### src/rtl/pr_handshake_pkg.sv
// pr_handshake_pkg: shared state encoding, default parameters and counter sizing for the PR handshake controller
package pr_handshake_pkg;
  typedef enum logic [2:0] {
    RUN     = 3'd0,
    DRAIN   = 3'd1,
    FROZEN  = 3'd2,
    RESET   = 3'd3,
    STARTED = 3'd4
  } state_e;
  localparam int DEF_NUM_REGIONS    = 4;
  localparam int DEF_TIMEOUT_CYCLES = 1024;
  localparam int DEF_RESET_CYCLES   = 16;
  function automatic int cnt_width(input int t, input int r);
    return $clog2((t > r ? t : r) + 1);
  endfunction
endpackage

### src/rtl/pr_handshake_chan.sv
// pr_handshake_chan: one region's stop/drain/freeze/reset/start sequencer with drain timeout and sticky flag
module pr_handshake_chan
  import pr_handshake_pkg::*;
#(
  parameter int TIMEOUT_CYCLES = DEF_TIMEOUT_CYCLES,
  parameter int RESET_CYCLES   = DEF_RESET_CYCLES
) (
  input  logic clk,
  input  logic rst,
  input  logic stop_req_i,
  input  logic start_req_i,
  input  logic persona_idle_i,
  input  logic timeout_clr_i,
  output logic stop_ack_o,
  output logic start_ack_o,
  output logic persona_freeze_o,
  output logic persona_reset_o,
  output logic region_active_o,
  output logic timeout_flag_o
);
  localparam int CNT_W = cnt_width(TIMEOUT_CYCLES, RESET_CYCLES);
  localparam logic [CNT_W-1:0] T_LAST = CNT_W'(TIMEOUT_CYCLES > 0 ? TIMEOUT_CYCLES - 1 : 0);
  localparam logic [CNT_W-1:0] R_LAST = CNT_W'(RESET_CYCLES - 1);
  state_e state_q, state_d;
  logic [CNT_W-1:0] cnt_q, cnt_d;
  logic flag_q, flag_d, set_to;
  logic stop_ack_q, start_ack_q, freeze_q, preset_q, active_q;
  always_comb begin
    state_d = state_q;
    cnt_d   = cnt_q;
    set_to  = 1'b0;
    case (state_q)
      RUN: begin
        state_d = stop_req_i ? DRAIN : start_req_i ? RESET : RUN;
        cnt_d   = (stop_req_i || start_req_i) ? '0 : cnt_q;
      end
      DRAIN: begin
        if (!stop_req_i) state_d = RUN;
        else if (persona_idle_i) state_d = FROZEN;
        else if (TIMEOUT_CYCLES > 0 && cnt_q == T_LAST) begin
          state_d = FROZEN;
          set_to  = 1'b1;
        end else cnt_d = (cnt_q == '1) ? cnt_q : cnt_q + 1'b1;
      end
      FROZEN: begin
        state_d = (start_req_i && !stop_req_i) ? RESET : FROZEN;
        cnt_d   = (start_req_i && !stop_req_i) ? '0 : cnt_q;
      end
      RESET: begin
        state_d = (cnt_q == R_LAST) ? STARTED : RESET;
        cnt_d   = (cnt_q == R_LAST || cnt_q == '1) ? cnt_q : cnt_q + 1'b1;
      end
      STARTED: state_d = start_req_i ? STARTED : RUN;
      default: begin
        state_d = RUN;
        cnt_d   = '0;
      end
    endcase
    flag_d = set_to | (flag_q & ~timeout_clr_i);
  end
  // Outputs are registered from the next state so they change together with it
  always_ff @(posedge clk) begin
    if (rst) begin
      state_q     <= RUN;
      cnt_q       <= '0;
      flag_q      <= 1'b0;
      stop_ack_q  <= 1'b0;
      start_ack_q <= 1'b0;
      freeze_q    <= 1'b0;
      preset_q    <= 1'b0;
      active_q    <= 1'b1;
    end else begin
      state_q     <= state_d;
      cnt_q       <= cnt_d;
      flag_q      <= flag_d;
      stop_ack_q  <= (state_d == FROZEN) && stop_req_i;
      start_ack_q <= state_d == STARTED;
      freeze_q    <= (state_d == DRAIN) || (state_d == FROZEN) || (state_d == RESET);
      preset_q    <= state_d == RESET;
      active_q    <= state_d == RUN;
    end
  end
  assign stop_ack_o       = stop_ack_q;
  assign start_ack_o      = start_ack_q;
  assign persona_freeze_o = freeze_q;
  assign persona_reset_o  = preset_q;
  assign region_active_o  = active_q;
  assign timeout_flag_o   = flag_q;
endmodule

### src/rtl/pr_region_handshake_ctrl.sv
// pr_region_handshake_ctrl: array of independent per-region freeze/start handshake channels
module pr_region_handshake_ctrl
  import pr_handshake_pkg::*;
#(
  parameter int NUM_REGIONS    = DEF_NUM_REGIONS,
  parameter int TIMEOUT_CYCLES = DEF_TIMEOUT_CYCLES,
  parameter int RESET_CYCLES   = DEF_RESET_CYCLES
) (
  input  logic                   clk,
  input  logic                   reset,
  input  logic [NUM_REGIONS-1:0] stop_req,
  output logic [NUM_REGIONS-1:0] stop_ack,
  input  logic [NUM_REGIONS-1:0] start_req,
  output logic [NUM_REGIONS-1:0] start_ack,
  input  logic [NUM_REGIONS-1:0] persona_idle,
  output logic [NUM_REGIONS-1:0] persona_freeze,
  output logic [NUM_REGIONS-1:0] persona_reset,
  output logic [NUM_REGIONS-1:0] region_active,
  output logic [NUM_REGIONS-1:0] timeout_flag,
  input  logic [NUM_REGIONS-1:0] timeout_clr
);
  for (genvar i = 0; i < NUM_REGIONS; i++) begin : g_chan
    pr_handshake_chan #(
      .TIMEOUT_CYCLES(TIMEOUT_CYCLES),
      .RESET_CYCLES  (RESET_CYCLES)
    ) u_chan (
      .clk             (clk),
      .rst             (reset),
      .stop_req_i      (stop_req[i]),
      .start_req_i     (start_req[i]),
      .persona_idle_i  (persona_idle[i]),
      .timeout_clr_i   (timeout_clr[i]),
      .stop_ack_o      (stop_ack[i]),
      .start_ack_o     (start_ack[i]),
      .persona_freeze_o(persona_freeze[i]),
      .persona_reset_o (persona_reset[i]),
      .region_active_o (region_active[i]),
      .timeout_flag_o  (timeout_flag[i])
    );
  end
endmodule
### config.mk
export PLATFORM = sky130hd
export DESIGN_NAME = pr_region_handshake_ctrl
export DESIGN_NICKNAME = d
export VERILOG_FILES = /design/src/rtl/pr_handshake_pkg.sv /design/src/rtl/pr_handshake_chan.sv /design/src/rtl/pr_region_handshake_ctrl.sv
export SDC_FILE = /design/constraint.sdc
export NUM_CORES = 1
export LEC_CHECK = 0
export BUFFER_PORTS_ARGS = -buffer_cell sky130_fd_sc_hd__buf_2
export CAP_MARGIN = 20
export CORE_UTILIZATION = 54
export DETAILED_ROUTE_END_ITERATION = 8
export PLACE_DENSITY = 0.76
export SETUP_SLACK_MARGIN = 0.5
export SYNTH_ARGS = -nofsm -noshare
export SYNTH_HDL_FRONTEND = slang
export SYNTH_SLANG_ARGS = --single-unit
export TNS_END_PERCENT = 50
### constraint.sdc
create_clock -name clk -period 1.91 [get_ports clk]
set_clock_uncertainty 0.05 [all_clocks]
set_input_delay 0.191 -clock clk [delete_from_list [all_inputs] [get_ports clk]]
set_output_delay 0.191 -clock clk [all_outputs]
set_load 0.03 [all_outputs]
After elaboration in Yosys (flattened, before gate mapping)
Cells that the tools add are included.
Widths: inputs -> output; s select.
{"block": "classes", "add_sub_neg": 4, "muxes": 84, "bitwise": 16, "eq_ne": 72, "n_reduce_logical": 40}
{"operator": "$mux 11", "count": 28}
{"operator": "$pmux 11 s5", "count": 4}
{"operator": "$mux 3", "count": 24}
{"operator": "$pmux 3 s5", "count": 4}
{"operator": "$eq 3x2->1 const B", "count": 16}
{"operator": "$add 11x1->11 const B", "count": 4}
{"operator": "$eq 11x10->1 const B", "count": 4}
{"operator": "$eq 11x11->1 const B", "count": 4}
{"operator": "$eq 11x4->1 const B", "count": 4}
{"operator": "$ne 2x2->1 const B", "count": 20}
{"operator": "$reduce_and 8->1", "count": 4}
{"operator": "$eq 3x1->1 const B", "count": 8}
{"operator": "$eq 3x3->1 const B", "count": 8}
{"operator": "$logic_not 3->1", "count": 8}
{"operator": "$mux 1", "count": 20}
{"operator": "$logic_or 1x1->1", "count": 16}
{"operator": "$ne 2x1->1 const B", "count": 8}
{"operator": "$logic_and 1x1->1", "count": 8}
{"operator": "$mux 2", "count": 4}
{"operator": "$not 1->1", "count": 8}
{"operator": "$and 1x1->1", "count": 4}
{"operator": "$logic_not 1->1", "count": 4}
{"operator": "$or 1x1->1", "count": 4}
{"block": "totals", "out_inout_bits": 24, "regBits": 80}

Depth between registers and ports, before layout
{"block": "logic_depth", "depth_word": 8, "depth_mapped": 8, "mapped_depth_nobuf": 6}

Modules after synthesis
From an unflattened synthesis, not the netlist that was laid out.
{"block": "unflattened", "cells_unflattened": 534, "hier_area_um2": 4463.0}
{"mod": "pr_handshake_chan at g_chan[1].u_chan ...", "area_per_inst_um2": 1134.8, "instances": 3, "cells_each": 137}
{"mod": "pr_handshake_chan at g_chan[0].u_chan", "area_per_inst_um2": 1058.5, "instances": 1, "cells_each": 123}

Worst setup path after synthesis
OpenSTA, ideal clock, no wires.
{"block": "synth_timing", "path_type": "flip-flop to flip-flop", "from": "reg g_chan[1].u_chan.cnt_q[0]", "to": "reg g_chan[1].u_chan.cnt_q[10]", "setup_ps": 115, "t_arrival_ps": 1737, "path_buffers": 1, "path_slack_ps": 8, "stages_incl_launch_ff": 8, "cell_sequence": "dfxtp_1 ha_1 nor4b_2 nand4_1 a21oi_2 buf_4 nor3_1 o21a_1"}
{"block": "synth_via", "elab_chain_len": 6, "elab_cells_between_ends": 15}
{"item": "start: declaration", "line": "pr_handshake_chan.sv:25", "text": "logic [CNT_W-1:0] cnt_q, cnt_d;"}
{"item": "start signal: assignment", "line": "pr_handshake_chan.sv:74", "text": "cnt_q <= cnt_d;"}
{"item": "$add 11x1->11", "line": "pr_handshake_chan.sv:43, pr_handshake_chan.sv:51"}
{"item": "$mux 11", "line": "pr_handshake_chan.sv:43", "text": "end else cnt_d = (cnt_q == '1) ? cnt_q : cnt_q + 1'b1;"}
{"item": "$mux 11", "line": "pr_handshake_chan.sv:40", "text": "else if (TIMEOUT_CYCLES > 0 && cnt_q == T_LAST) begin"}
{"item": "$mux 11", "line": "pr_handshake_chan.sv:39", "text": "else if (persona_idle_i) state_d = FROZEN;"}
{"item": "$mux 11", "line": "pr_handshake_chan.sv:38", "text": "if (!stop_req_i) state_d = RUN;"}
{"item": "$pmux 11 s5", "line": "pr_handshake_chan.sv:32", "text": "case (state_q)"}
Parallel ways exist; a longest one is shown, timed or not. The select of a mux whose other input is x is not followed.
A chain may end at the register's enable or synchronous reset.

Worst setup path after layout
{"block": "layout_timing", "from": "reg g_chan[1].u_chan.cnt_q[9]", "to": "reg g_chan[1].u_chan.cnt_q[9]"}
Same word-level chain as after synthesis.

==> results.cfg <==
[timing]
hold-worst-slack_ns = 0.0198
tightest_slew_ns = 0.542
slew_violations = 0
fmax_ghz = 0.513
final-hold-violation-count = 0
finalSetupViolations = 1
final.min_clock_period_ns = 1.95
rsz0062_at_grt = yes
setup_tns_ns = -0.0387
fin_crit_sh = 1.02
maxSlewHeadroom = 0.639
postLayoutSetupSlackWorst_ns = -0.0387

[logic_synthesis]
synth_mux_area_frac = 0.0133
synthDistinctLibCells = 87
synth_nets = 559
synth_area_per_cell_um2 = 8.60
yosysTopAreaCell = dfxtp_1
synth_top_family_by_area = simple AND/OR/NAND/NOR gates
synth_top_area_share = 0.347
synth_xor_area_frac = 0
synthesis.area_um2 = 4620
postSynth.asyncResetShare = 0
ys_ff_latch = 80
ys_seq_area_frac = 0.347
synthTopCellsByArea = dfxtp_1 (35%), buf_4 (5.0%), a21oi_1 (4.0%)
synth-compound-area-share = 0.223
yosysWarnings = 0
synth-main-ff-cell = dfxtp_1
syn-instance-count = 537
synth_adder_area_share = 0.0108
synth_edf_count = 0
synth-simple-area-share = 0.323

[final_layout]
synthToLayoutAreaGrowth_pct = 37.2
fill_cells = 512
stdcell_count = 731
drive_gt1_frac = 0.495
regArea_um2 = 1720
multiInputGateArea_um2 = 3300
antennaDiodeCount = 0
fin_nets = 644

[setup_path]
cp-end-kind = flip-flop
cp_num_buf_inv = 2
crit_arrival_ns = 2.17
required_ns = 2.13
path_class = reg2reg
crit_chain = nand4_1 > a2111oi_2 > or2_4 > buf_12 > buf_4 > o31ai_1 > a21boi_1
cp_slowest_stage_delay_ns = 0.46
cp_slowest_cell = a2111oi_2
path_max_fanout = 8
critPathTopFamily = compound AO/OA/AOI/OAI gates
cp-start-kind = flip-flop

[detailed_routing]
via_per_inst = 6.37
drc_errors = 0
wl_per_cell_um = 18.3
dr.pass1.iters = 5
routed-via-count = 4657
routed_wirelength_um = 13400
postRouteAntennaNets = 0
drtIter0Drc = 238

[cts]
insertion_delay_ns = 0.37
htree_levels = 3
cts_sinks = 80
cts_hold_buffers = 0
clk_pin_slew_ns = 0.09
cts_buffers = 9
clockBufferDepth = 2
cts_tree = yes
root_buffer = clkbuf_8

[worst_hold_path]
hp-class = in2reg

[floorplan]
core_area_um2 = 8260
die_h_um = 94.5
pin_count = 42
fp-row-count = 33
start_util = 0.559
die_area_um2 = 8920
fp.dieW_um = 94.5

[global_route]
overflow = 0
grt_usage = 0.277
antenna_found_initial = 0
grt_start_max_net_pins = 47
grt_pass1_wl_um = 19900
grt_pass1_vias = 4258

[pwr]
p_comb_frac = 0.199
p_leak_nw = 2.28
max-vdd-ir-drop_v = 0.000382
intPower_mw = 2.71
p_switching_mw = 1.20
swShare = 0.308
pwr-share-clk = 0.348
seqPwrFrac = 0.453
report.power.total_mw = 3.91
cellPowerDensity_nw_per_um2 = 618

[place]
gp_congestion = 0.929
io_buffers = 41
preCtsSetupSlack_ns = 0.0408
dp_cells = 654
hpwl_um = 7370

[run_status]
status = complete, but fails checks
failed_checks = negative setup slack

[flow_run]
max_cap_violations = 0
cell type report:
class,instances,area share
multi-input combinational,394,0.521
sequential,80,0.271
tap,105,0.0208
timing repair buffer,120,0.144
clock inverter,5,0.00968
inverter,17,0.0105
clock buffer,10,0.0235
flip-flops by register name, indices dropped and copies added, names as in the netlist:
signal                          cells
g_chan.u_chan.persona_reset_o       4
g_chan.u_chan.stop_ack_o            4
g_chan.u_chan.cnt_q                44
g_chan.u_chan.region_active_o       4
g_chan.u_chan.persona_freeze_o      4
g_chan.u_chan.timeout_flag_o        4
g_chan.u_chan.state_q              12
g_chan.u_chan.start_ack_o           4
cells by family (layout without fill, tap and decap cells):
kind of cell	after synthesis	count (layout)
and+or+nand+nor	243	243
muxes	6	6
DFF	80	80
adders and majority gates	4	4
AOI/OAI and AO/OA	140	141
buffers and inverters	64	152
power by group through the flow:
| stage | Combinational, mW | Sequential [mW] | Clock (mW) |
|---|---|---|---|
| floorplan | 0.530 | 1.79 | 0 |
| global placement | 0.588 | 1.82 | 0 |
| detailed placement | 0.600 | 1.83 | 0 |
| CTS | 0.681 | 1.77 | 1.37 |
| global route | 0.827 | 1.78 | 1.45 |
| finish | 0.778 | 1.77 | 1.36 |
cell usage in the layout, fill, tap and decap left out, drive strengths merged, types with 6 or more instances in the layout:
cell type / n
nand4: 22
inv: 20
nor4: 9
nor2b: 13
a21boi: 9
and3: 7
o41ai: 7
o311ai: 7
o21ai: 18
nor2: 43
a21oi: 45
or3: 16
nand2: 27
o31ai: 14
dfxtp: 80
nand2b: 17
nand3: 25
o21a: 6
clkbuf: 11
or4: 13
nor3: 12
buf: 119
final timing paths:
kind,startpoint,to,slack [ns],depth (start not counted)
setup / recovery,g_chan[1].u_chan.cnt_q[9]$_SDFFE_PP0P_,g_chan[1].u_chan.cnt_q[9]$_SDFFE_PP0P_,-0.04,7
setup reg to reg,g_chan[1].u_chan.cnt_q[9]$_SDFFE_PP0P_,g_chan[1].u_chan.cnt_q[9]$_SDFFE_PP0P_,-0.04,7
hold / removal,timeout_clr[1],g_chan[1].u_chan.timeout_flag_o$_SDFF_PP0_,0.02,3
hold reg to reg,g_chan[1].u_chan.timeout_flag_o$_SDFF_PP0_,g_chan[1].u_chan.timeout_flag_o$_SDFF_PP0_,0.42,2
worst min-delay path, stage by stage:
cell and delay (ns):
buf_2 0.07, nand2b_1 0.08, a21oi_1 0.05
Yosys cell counts (all sizes together) (3+ instances only):
master  count
a21boi      9
a21o        5
a21oi      45
a31o        3
a31oi       3
and2        5
and3        7
and4        3
buf        39
clkbuf      8
dfxtp      80
ha          4
inv        17
mux2i       5
nand2      27
nand2b     17
nand3      25
nand4      22
nand4b      4
nor2       43
nor2b      13
nor3       12
nor3b       4
nor4        9
nor4b       5
o21a        5
o21ai      18
o311ai      7
o31ai      14
o41ai       7
or2         5
or2b        3
or3        16
or4        13
or4b        4
per-stage QoR:
stage	area (um2)	util
floorplan	4840	-
global placement	5010	0.607
detailed placement	5010	0.607
CTS	5810	0.703
global route	6330	0.767
finish	6330	0.767
layer usage:
layer  track usage  vias to the layer above  part of all wire
li1              -                     2166                 -
met1         0.345                     2252              0.42
met2         0.481                      200              0.50
met3        0.0531                       39             0.057
met4        0.0859                        0             0.027
met5             0                        -                 0
timing repair:
action                                 in CTS  in global routing
buffers inserted                           34                 25
pin swaps                                  46                 45
gates cloned                                2                  1
endpoints found under the hold margin       0                  0
resized for setup                          87                 77
setup endpoints to repair                  77                 77
Power figures use the tool's default switching activity.
